--- src/rtl/ram_bist_pkg.sv ---
// rtl/ram_bist_pkg.sv - shared constants and state encoding for the RAM BIST controller
//
// Holds the geometry of the 8x4 registered-read RAM, the default background
// pattern and the controller state enum. Imported by ram_bist_cmp and
// ram_bist_ctrl.

package ram_bist_pkg;

  localparam int BIST_ADDR_W = 4;
  localparam int BIST_DATA_W = 4;
  localparam int BIST_DEPTH  = 8;

  localparam logic [BIST_DATA_W-1:0] BIST_PATTERN = 4'b1010;

  typedef enum logic [2:0] {
    IDLE,
    W0,
    R0,
    R0_DRAIN,
    W1,
    R1,
    R1_DRAIN,
    DONE
  } bist_state_e;

endpackage

--- src/rtl/ram_bist_cmp.sv ---
// rtl/ram_bist_cmp.sv - one-cycle read-compare stage for the RAM BIST controller
//
// Ports:
//   clk, rst_n  clock, asynchronous active-low reset
//   issue       a read is being presented to the RAM this cycle
//   addr        address of that read
//   exp         data the read is expected to return
//   rdata       RAM registered read data (belongs to the previous cycle's read)
//   mismatch    the read issued last cycle returned something other than exp
//   fail_addr   address of the read being compared this cycle
//   fail_data   data being compared this cycle
//
// The RAM answers one cycle after it samples the address, so the address and
// expected value are carried in a register for exactly that cycle.

module ram_bist_cmp
  import ram_bist_pkg::*;
#(
  parameter int ADDR_W = BIST_ADDR_W,
  parameter int DATA_W = BIST_DATA_W
) (
  input  logic              clk,
  input  logic              rst_n,
  input  logic              issue,
  input  logic [ADDR_W-1:0] addr,
  input  logic [DATA_W-1:0] exp,
  input  logic [DATA_W-1:0] rdata,
  output logic              mismatch,
  output logic [ADDR_W-1:0] fail_addr,
  output logic [DATA_W-1:0] fail_data
);

  logic              cmp_valid;
  logic [ADDR_W-1:0] cmp_addr;
  logic [DATA_W-1:0] cmp_exp;

  always_ff @(posedge clk or negedge rst_n) begin
    if (!rst_n) begin
      cmp_valid <= 1'b0;
      cmp_addr  <= '0;
      cmp_exp   <= '0;
    end else begin
      cmp_valid <= issue;
      if (issue) begin
        cmp_addr <= addr;
        cmp_exp  <= exp;
      end
    end
  end

  assign mismatch  = cmp_valid && (rdata != cmp_exp);
  assign fail_addr = cmp_addr;
  assign fail_data = rdata;

endmodule

--- src/rtl/ram_bist_ctrl.sv ---
// rtl/ram_bist_ctrl.sv - March-style BIST initiator for the single-port registered-read RAM
//
// Ports:
//   clk, rst_n   clock, asynchronous active-low reset
//   start        single-cycle request, only honoured in IDLE
//   mem_we       RAM write enable (high only in the two write phases)
//   mem_addr     RAM address
//   mem_wdata    RAM write data
//   mem_rdata    RAM read data, valid the cycle after the address is sampled
//   busy         test in progress
//   done         one-cycle completion pulse
//   pass         result, held until the next accepted start
//   fail_addr    address of the first mismatch
//   fail_data    data read at fail_addr
//
// Sequence: write PATTERN ascending, read/check ascending, write ~PATTERN
// descending, read/check descending. Each read phase is followed by a drain
// cycle so the last read's compare lands before the next phase starts.

module ram_bist_ctrl
  import ram_bist_pkg::*;
#(
  parameter int                ADDR_W  = BIST_ADDR_W,
  parameter int                DATA_W  = BIST_DATA_W,
  parameter int                DEPTH   = BIST_DEPTH,
  parameter logic [DATA_W-1:0] PATTERN = DATA_W'(BIST_PATTERN)
) (
  input  logic              clk,
  input  logic              rst_n,
  input  logic              start,
  output logic              mem_we,
  output logic [ADDR_W-1:0] mem_addr,
  output logic [DATA_W-1:0] mem_wdata,
  input  logic [DATA_W-1:0] mem_rdata,
  output logic              busy,
  output logic              done,
  output logic              pass,
  output logic [ADDR_W-1:0] fail_addr,
  output logic [DATA_W-1:0] fail_data
);

  localparam logic [ADDR_W-1:0] LAST_ADDR  = ADDR_W'(DEPTH - 1);
  localparam logic [ADDR_W-1:0] FIRST_ADDR = '0;

  bist_state_e       state_q, state_d;
  logic [ADDR_W-1:0] addr_q, addr_d;
  logic              pass_d;
  logic [ADDR_W-1:0] fail_addr_d;
  logic [DATA_W-1:0] fail_data_d;

  logic              issue;
  logic [DATA_W-1:0] exp_sel;
  logic              mismatch;
  logic [ADDR_W-1:0] cmp_fail_addr;
  logic [DATA_W-1:0] cmp_fail_data;

  ram_bist_cmp #(
    .ADDR_W (ADDR_W),
    .DATA_W (DATA_W)
  ) u_cmp (
    .clk       (clk),
    .rst_n     (rst_n),
    .issue     (issue),
    .addr      (addr_q),
    .exp       (exp_sel),
    .rdata     (mem_rdata),
    .mismatch  (mismatch),
    .fail_addr (cmp_fail_addr),
    .fail_data (cmp_fail_data)
  );

  always_ff @(posedge clk or negedge rst_n) begin
    if (!rst_n) begin
      state_q   <= IDLE;
      addr_q    <= '0;
      pass      <= 1'b0;
      fail_addr <= '0;
      fail_data <= '0;
    end else begin
      state_q   <= state_d;
      addr_q    <= addr_d;
      pass      <= pass_d;
      fail_addr <= fail_addr_d;
      fail_data <= fail_data_d;
    end
  end

  always_comb begin
    state_d     = state_q;
    addr_d      = addr_q;
    pass_d      = pass;
    fail_addr_d = fail_addr;
    fail_data_d = fail_data;
    mem_we      = 1'b0;
    mem_wdata   = '0;
    issue       = 1'b0;
    exp_sel     = PATTERN;

    case (state_q)
      IDLE: begin
        if (start) begin
          state_d     = W0;
          addr_d      = FIRST_ADDR;
          pass_d      = 1'b0;
          fail_addr_d = '0;
          fail_data_d = '0;
        end
      end

      W0: begin
        mem_we    = 1'b1;
        mem_wdata = PATTERN;
        if (addr_q == LAST_ADDR) begin
          state_d = R0;
          addr_d  = FIRST_ADDR;
        end else begin
          addr_d = addr_q + 1'b1;
        end
      end

      R0: begin
        issue   = 1'b1;
        exp_sel = PATTERN;
        if (addr_q == LAST_ADDR) begin
          state_d = R0_DRAIN;
        end else begin
          addr_d = addr_q + 1'b1;
        end
      end

      R0_DRAIN: begin
        state_d = W1;
        addr_d  = LAST_ADDR;
      end

      W1: begin
        mem_we    = 1'b1;
        mem_wdata = ~PATTERN;
        if (addr_q == FIRST_ADDR) begin
          state_d = R1;
          addr_d  = LAST_ADDR;
        end else begin
          addr_d = addr_q - 1'b1;
        end
      end

      R1: begin
        issue   = 1'b1;
        exp_sel = ~PATTERN;
        if (addr_q == FIRST_ADDR) begin
          state_d = R1_DRAIN;
        end else begin
          addr_d = addr_q - 1'b1;
        end
      end

      R1_DRAIN: begin
        state_d = DONE;
        pass_d  = 1'b1;
      end

      DONE: begin
        state_d = IDLE;
      end

      default: begin
        state_d = IDLE;
      end
    endcase

    // A mismatch can only surface in a read or drain cycle. It overrides the
    // phase's own progress: the read presented this cycle is never compared,
    // the address freezes, and the controller finishes with pass low. Because
    // the next state is DONE, no later mismatch can overwrite the record.
    if (mismatch) begin
      issue       = 1'b0;
      state_d     = DONE;
      addr_d      = addr_q;
      pass_d      = 1'b0;
      fail_addr_d = cmp_fail_addr;
      fail_data_d = cmp_fail_data;
    end
  end

  assign mem_addr = addr_q;
  assign busy     = (state_q != IDLE) && (state_q != DONE);
  assign done     = (state_q == DONE);

endmodule

--- config.mk ---
export PLATFORM = sky130hd
export DESIGN_NAME = ram_bist_ctrl
export DESIGN_NICKNAME = d
export VERILOG_FILES = /design/src/rtl/ram_bist_pkg.sv /design/src/rtl/ram_bist_cmp.sv /design/src/rtl/ram_bist_ctrl.sv
export SDC_FILE = /design/constraint.sdc
export NUM_CORES = 1
export LEC_CHECK = 0
export BUFFER_PORTS_ARGS = -buffer_cell sky130_fd_sc_hd__buf_2
export CORE_MARGIN = 2
export CORE_UTILIZATION = 47
export DETAILED_ROUTE_END_ITERATION = 16
export PLACE_DENSITY = 0.69
export SYNTH_ARGS = -nofsm -noshare
export SYNTH_HDL_FRONTEND = slang
export SYNTH_SLANG_ARGS = --single-unit
--- constraint.sdc ---
create_clock -name clk -period 5.6 [get_ports clk]
set_input_delay 1.12 -clock clk [delete_from_list [all_inputs] [get_ports clk]]
set_output_delay 1.12 -clock clk [all_outputs]
set_load 0.1 [all_outputs]
Word-level counts from Yosys, hierarchy flattened:

Cells that the tools add are included.

* memory bits (read-only): 0
* register bits: 25
* bits in latches: 0
* output and inout bits: 20
* RAM bits: 0
* memories kept: 0
* logic and storage cells: 68

* mux-type cells: 24
* $mul: 0
* shift operators: 0
* reductions and logical operators: 15
* equality and inequality tests: 18
* divide/modulo/power cells: 0
* bitwise operators: 1
* add/sub/neg operators: 2
* $lt $le $gt $ge: 0

Operators by type and width (count)
* two-way mux 4 bit: 9
* case mux 3 bit (8 select lines): 1
* case mux 4 bit (6 select lines): 1
* two-way mux 3 bit: 6
* inequality test 3 bit (second input constant): 6
* equality test 3 bit (second input constant): 4
* AND reduction 5 bit: 2
* case mux 4 bit (2 select lines): 1
* equality test 3 x 2 -> 1 bit (second input constant): 2
* inequality test 2 bit (second input constant): 3
* nonzero test 3 bit: 2
* nonzero test 6 bit: 1
* two-way mux 1 bit: 5
* adder 4 x 1 -> 4 bit (second input constant): 1
* equality test 4 x 3 -> 1 bit (second input constant): 1
* zero test 4 bit: 1
* inequality test 4 bit: 1
* AND reduction 2 bit: 2
* nonzero test 2 bit: 2
* OR reduction 2 bit: 2
* subtractor 4 x 1 -> 4 bit (second input constant): 1
* equality test 3 x 1 -> 1 bit (second input constant): 1
* zero test 3 bit: 1
* logical AND 1 bit: 2
* 2 further kinds: 2

Depth between registers and ports, before layout:

* depth after elaboration: 4
* mapped depth: 7
* mapped depth without buffers: 7

By module:

A second synthesis with hierarchy kept.

* cell total of the unflattened synthesis: 149
* area, all modules: 1468.9 sq um

By module, submodules not included
* ram_bist_ctrl: seq. area each 400.4 sq um, instances 1, area each 1072.3 sq um, cells an instance 122
* ram_bist_cmp: seq. area each 225.2 sq um, instances 1, area each 396.6 sq um, cells an instance 27

Worst setup path before layout:

Ideal clock, no wire load.

* kind: flip-flop to output port
* from: register state_q[2]
* to: output mem_we
* setup slack: 0.870 ns
* data arrival time: 3.610 ns
* buffers on the path: 2
* stages on the path, launching flop included: 5
* data required time: 4.480 ns
* cells stage by stage: dfrtp_1 > buf_2 > buf_1 > nor3_1 > or2_2

* cells in the longest elaborated chain, start to end: 3
* elaborated cells on any way between the ends: 4
* those cells by class: eq/ne: 2; mux: 1; reduce/logical: 1

RTL lines
* start: declaration: RTL line ram_bist_ctrl.sv:45 `bist_state_e state_q, state_d;`
* start signal: assignment: RTL line ram_bist_ctrl.sv:80 `state_q <= state_d;`
* equality test 3 bit or equality test 3 x 1 -> 1 bit (tied branches): RTL line ram_bist_ctrl.sv:99 `case (state_q)`
* OR reduction 2 bit (no line) (*)
* two-way mux 1 bit (*): RTL line ram_bist_ctrl.sv:99
* end: declaration: RTL line ram_bist_ctrl.sv:31 `output logic mem_we,`

Mark *: on every way between the ends. The rest lies on a longest branch, timed or not.

Worst setup path after layout:

* from: register state_q[0]
* to: output mem_we

The elaborated chain is that of the path after synthesis.

==> flow_summary_export.csv <==
group,metric,value,unit
sta,max_freq,298.5,MHz
placed_design,portBuffers,26,
critical_path,required,4480,ps
clock_network,cts_tree,"done",
routing,drc,2,
global_route,track_usage,0.2001,
floorplan,fp.dieH,58.95,um
synth,ys_types,40,
synth,syn_area,0.001419,mm2
status,violations,"design-rule violations",
synth,synth_flop_cell,"dfrtp_1",
clock_network,cts.repair_timing.setup_buffer_count,0,
sta,slew_viol_final,0,
routing,routedWlPerCell,14.97,um
sta,setup_violations,0,
routing,wirelength,3204,um
floorplan,num_rows,19,
finish,final_net_count,193,
routing,drt_first_pass_iters,11,
placed_design,pre_cts_ws,2584,ps
clock_network,cts_buffer_depth,2,
floorplan,start_util,0.5058,
synth,netlist.area_leader.share,0.4056,
global_route,grt_pass1_wl,5361,um
clock_network,ctsHoldBuffers,0,
global_route,antenna_found_initial,0,
placed_design,dpl.hpwl,2311,um
critical_path,endpoint_kind,"primary output",
synth,synth_cells,168,
floorplan,coreArea,0.002805,mm2
synth,ys_ff_latch,23,
sta,fin_crit,3350,ps
critical_path,crit_start,"state_q[0]$_DFFE_PN0P_",
clock_network,cts_resized,0,
global_route,grt_pass1_vias,1144,
sta,skew,4.983,ps
finish,areaGrowthSynthToFinish,8.466,%
critical_path,cp-start-kind,"register",
placed_design,dpl_cell_area,0.001511,mm2
sta,max_slew.worst_pin.slew,711.9,ps
sta,setup_slack,2250,ps
sta,timing.hold.ws,507.8,ps
sta,rsz0062_at_grt,"no",
synth,async_reset_ff_frac,1.000,
placed_design,place.gp.congestion,0.9554,
clock_network,clkSinkCount,23,
critical_path,path_class,"reg2out",
routing,final_antenna_net_count,0,
routing,vias,1308,
synth,synth.largest_area_cell,"dfrtp_1",
critical_path,rrSetupSlack,3300,ps
global_route,overflow,0,
status,status,"complete, but fails checks",
routing,drtIter0Drc,70,
finish,stdcell_area,0.001539,mm2
min_path,hold_path.class,"reg2reg",
run,maxCapViolCount,0,
synth,synth_edf_count,0,
clock_network,path_clk_slew,120,ps
routing,routed_via_density,6.112,
floorplan,dieWidth,58.95,um
critical_path,arrival,2230,ps
clock_network,cts_buffers,3,
sta,slew_headroom,0.5254,
synth,synth-seq-area-share,0.4056,
sta,min_period_over_period,0.5983,
sta,fin_setup_tns,0,ps
min_path,holdCritStartpoint,"fail_addr[2]$_DFFE_PN0P_",
floorplan,dieArea,0.003475,mm2
clock_network,clk_latency,320,ps
synth,avgSynthCellArea,8.446,um2
finish,drive_gt1_frac,0.2077,
synth,yosysWarnings,0,
critical_path,crit_fanout,25,
synth,synth.area.top_cells,"dfrtp_1 41%, nand2_1 4.8%, o21ai_0 4.6%",
critical_path,timing.rr.start,"mem_addr[0]$_DFFE_PN0P_",
sta,hold_viol,0,
clock_network,htreeDepth,1,
finish,antenna_cells,0,
synth,synthesis.nets,177,
clock_network,root_buffer,"clkbuf_4",
floorplan,io_pins,27,
global_route,grt_max_degree,26,
==> worst max-delay path, cell delays in order, from the launching register on <==
cell	delay, ps
dfrtp_1	810
inv_1	220
nor3_1	310
or2_2	160
buf_2	410
==> cell families after synthesis <==
logic type / share of synthesized area
AO/OA/AOI/OAI: 0.2222
XOR/XNOR: 0.01235
adder cells (fa/ha/maj): 0.01763
buffers and inverters: 0.07759
flip-flops: 0.4056
multiplexers: 0.02381
AND/OR/NAND/NOR: 0.2407
==> path summary, 6_finish.rpt <==
kind | end | cells past startpoint
min reg2reg | fail_addr[2]$_DFFE_PN0P_ | 2
min | fail_addr[2]$_DFFE_PN0P_ | 2
max | mem_we | 4
max in group asynchronous | fail_addr[0]$_DFFE_PN0P_ | 1
min in group asynchronous | mem_addr[2]$_DFFE_PN0P_ | 1
max reg2reg | mem_addr[2]$_DFFE_PN0P_ | 7
==> layout by cell type, fill, tap and decap left out, types with 2 or more instances in the layout <==
cell type,instances
and3_1,5
nand2b_1,2
o21ai_0,13
xnor2_1,2
nor4_1,2
o211ai_1,2
mux2_2,3
a222oi_1,4
nor3_1,6
o32ai_1,5
clkbuf_4,3
o22ai_1,3
a31oi_1,5
dfrtp_1,23
buf_2,26
ha_1,2
nand2_1,18
and2_1,4
nor2b_1,2
nor2_1,9
inv_1,9
nand3_1,10
a21oi_1,10
==> routing by layer <==
| metal | GRT usage | vias to the layer above | share of wire |
|---|---|---|---|
| met5 | 0 | - | 0 |
| met4 | 0.05844 | 0 | 0.012 |
| met3 | 0.03297 | 4 | 0.063 |
| met2 | 0.2952 | 44 | 0.46 |
| met1 | 0.3008 | 614 | 0.47 |
| li1 | - | 646 | - |
==> cell usage after synthesis (4+ instances only) <==
master / count
nor2_1: 9
inv_1: 9
buf_2: 6
o21ai_0: 13
nor3_1: 6
nand3_1: 10
nand2_1: 18
and3_1: 5
clkbuf_1: 4
a31oi_1: 5
and2_1: 4
o32ai_1: 5
a222oi_1: 4
dfrtp_1: 23
a21oi_1: 10
==> sequential cells by signal (all words and copies together), names as in the netlist <==
register,flops
fail_addr,4
fail_data,4
mem_addr,4
u_cmp.fail_addr,4
state_q,3
u_cmp.cmp_exp,2
pass,1
u_cmp.cmp_valid,1
==> area by class of cell <==
class,instances,area [um2]
tap,31,38.79
clock buffer,3,22.52
inverter,9,33.78
multi-input combinational,121,733.2
sequential,23,575.6
clock inverter,1,5.005
fill,273,1266
timing repair buffer,26,130.1
==> through the flow <==
step	utilization	cells
finish	0.5486	214
global route	0.5486	214
CTS	0.5486	214
detailed placement	0.5388	210
global placement	0.5388	210
floorplan	-	168
Power is left out: the tool's default activity adds up to more than one toggle a clock period on the data nets, which glitch-free logic cannot reach.
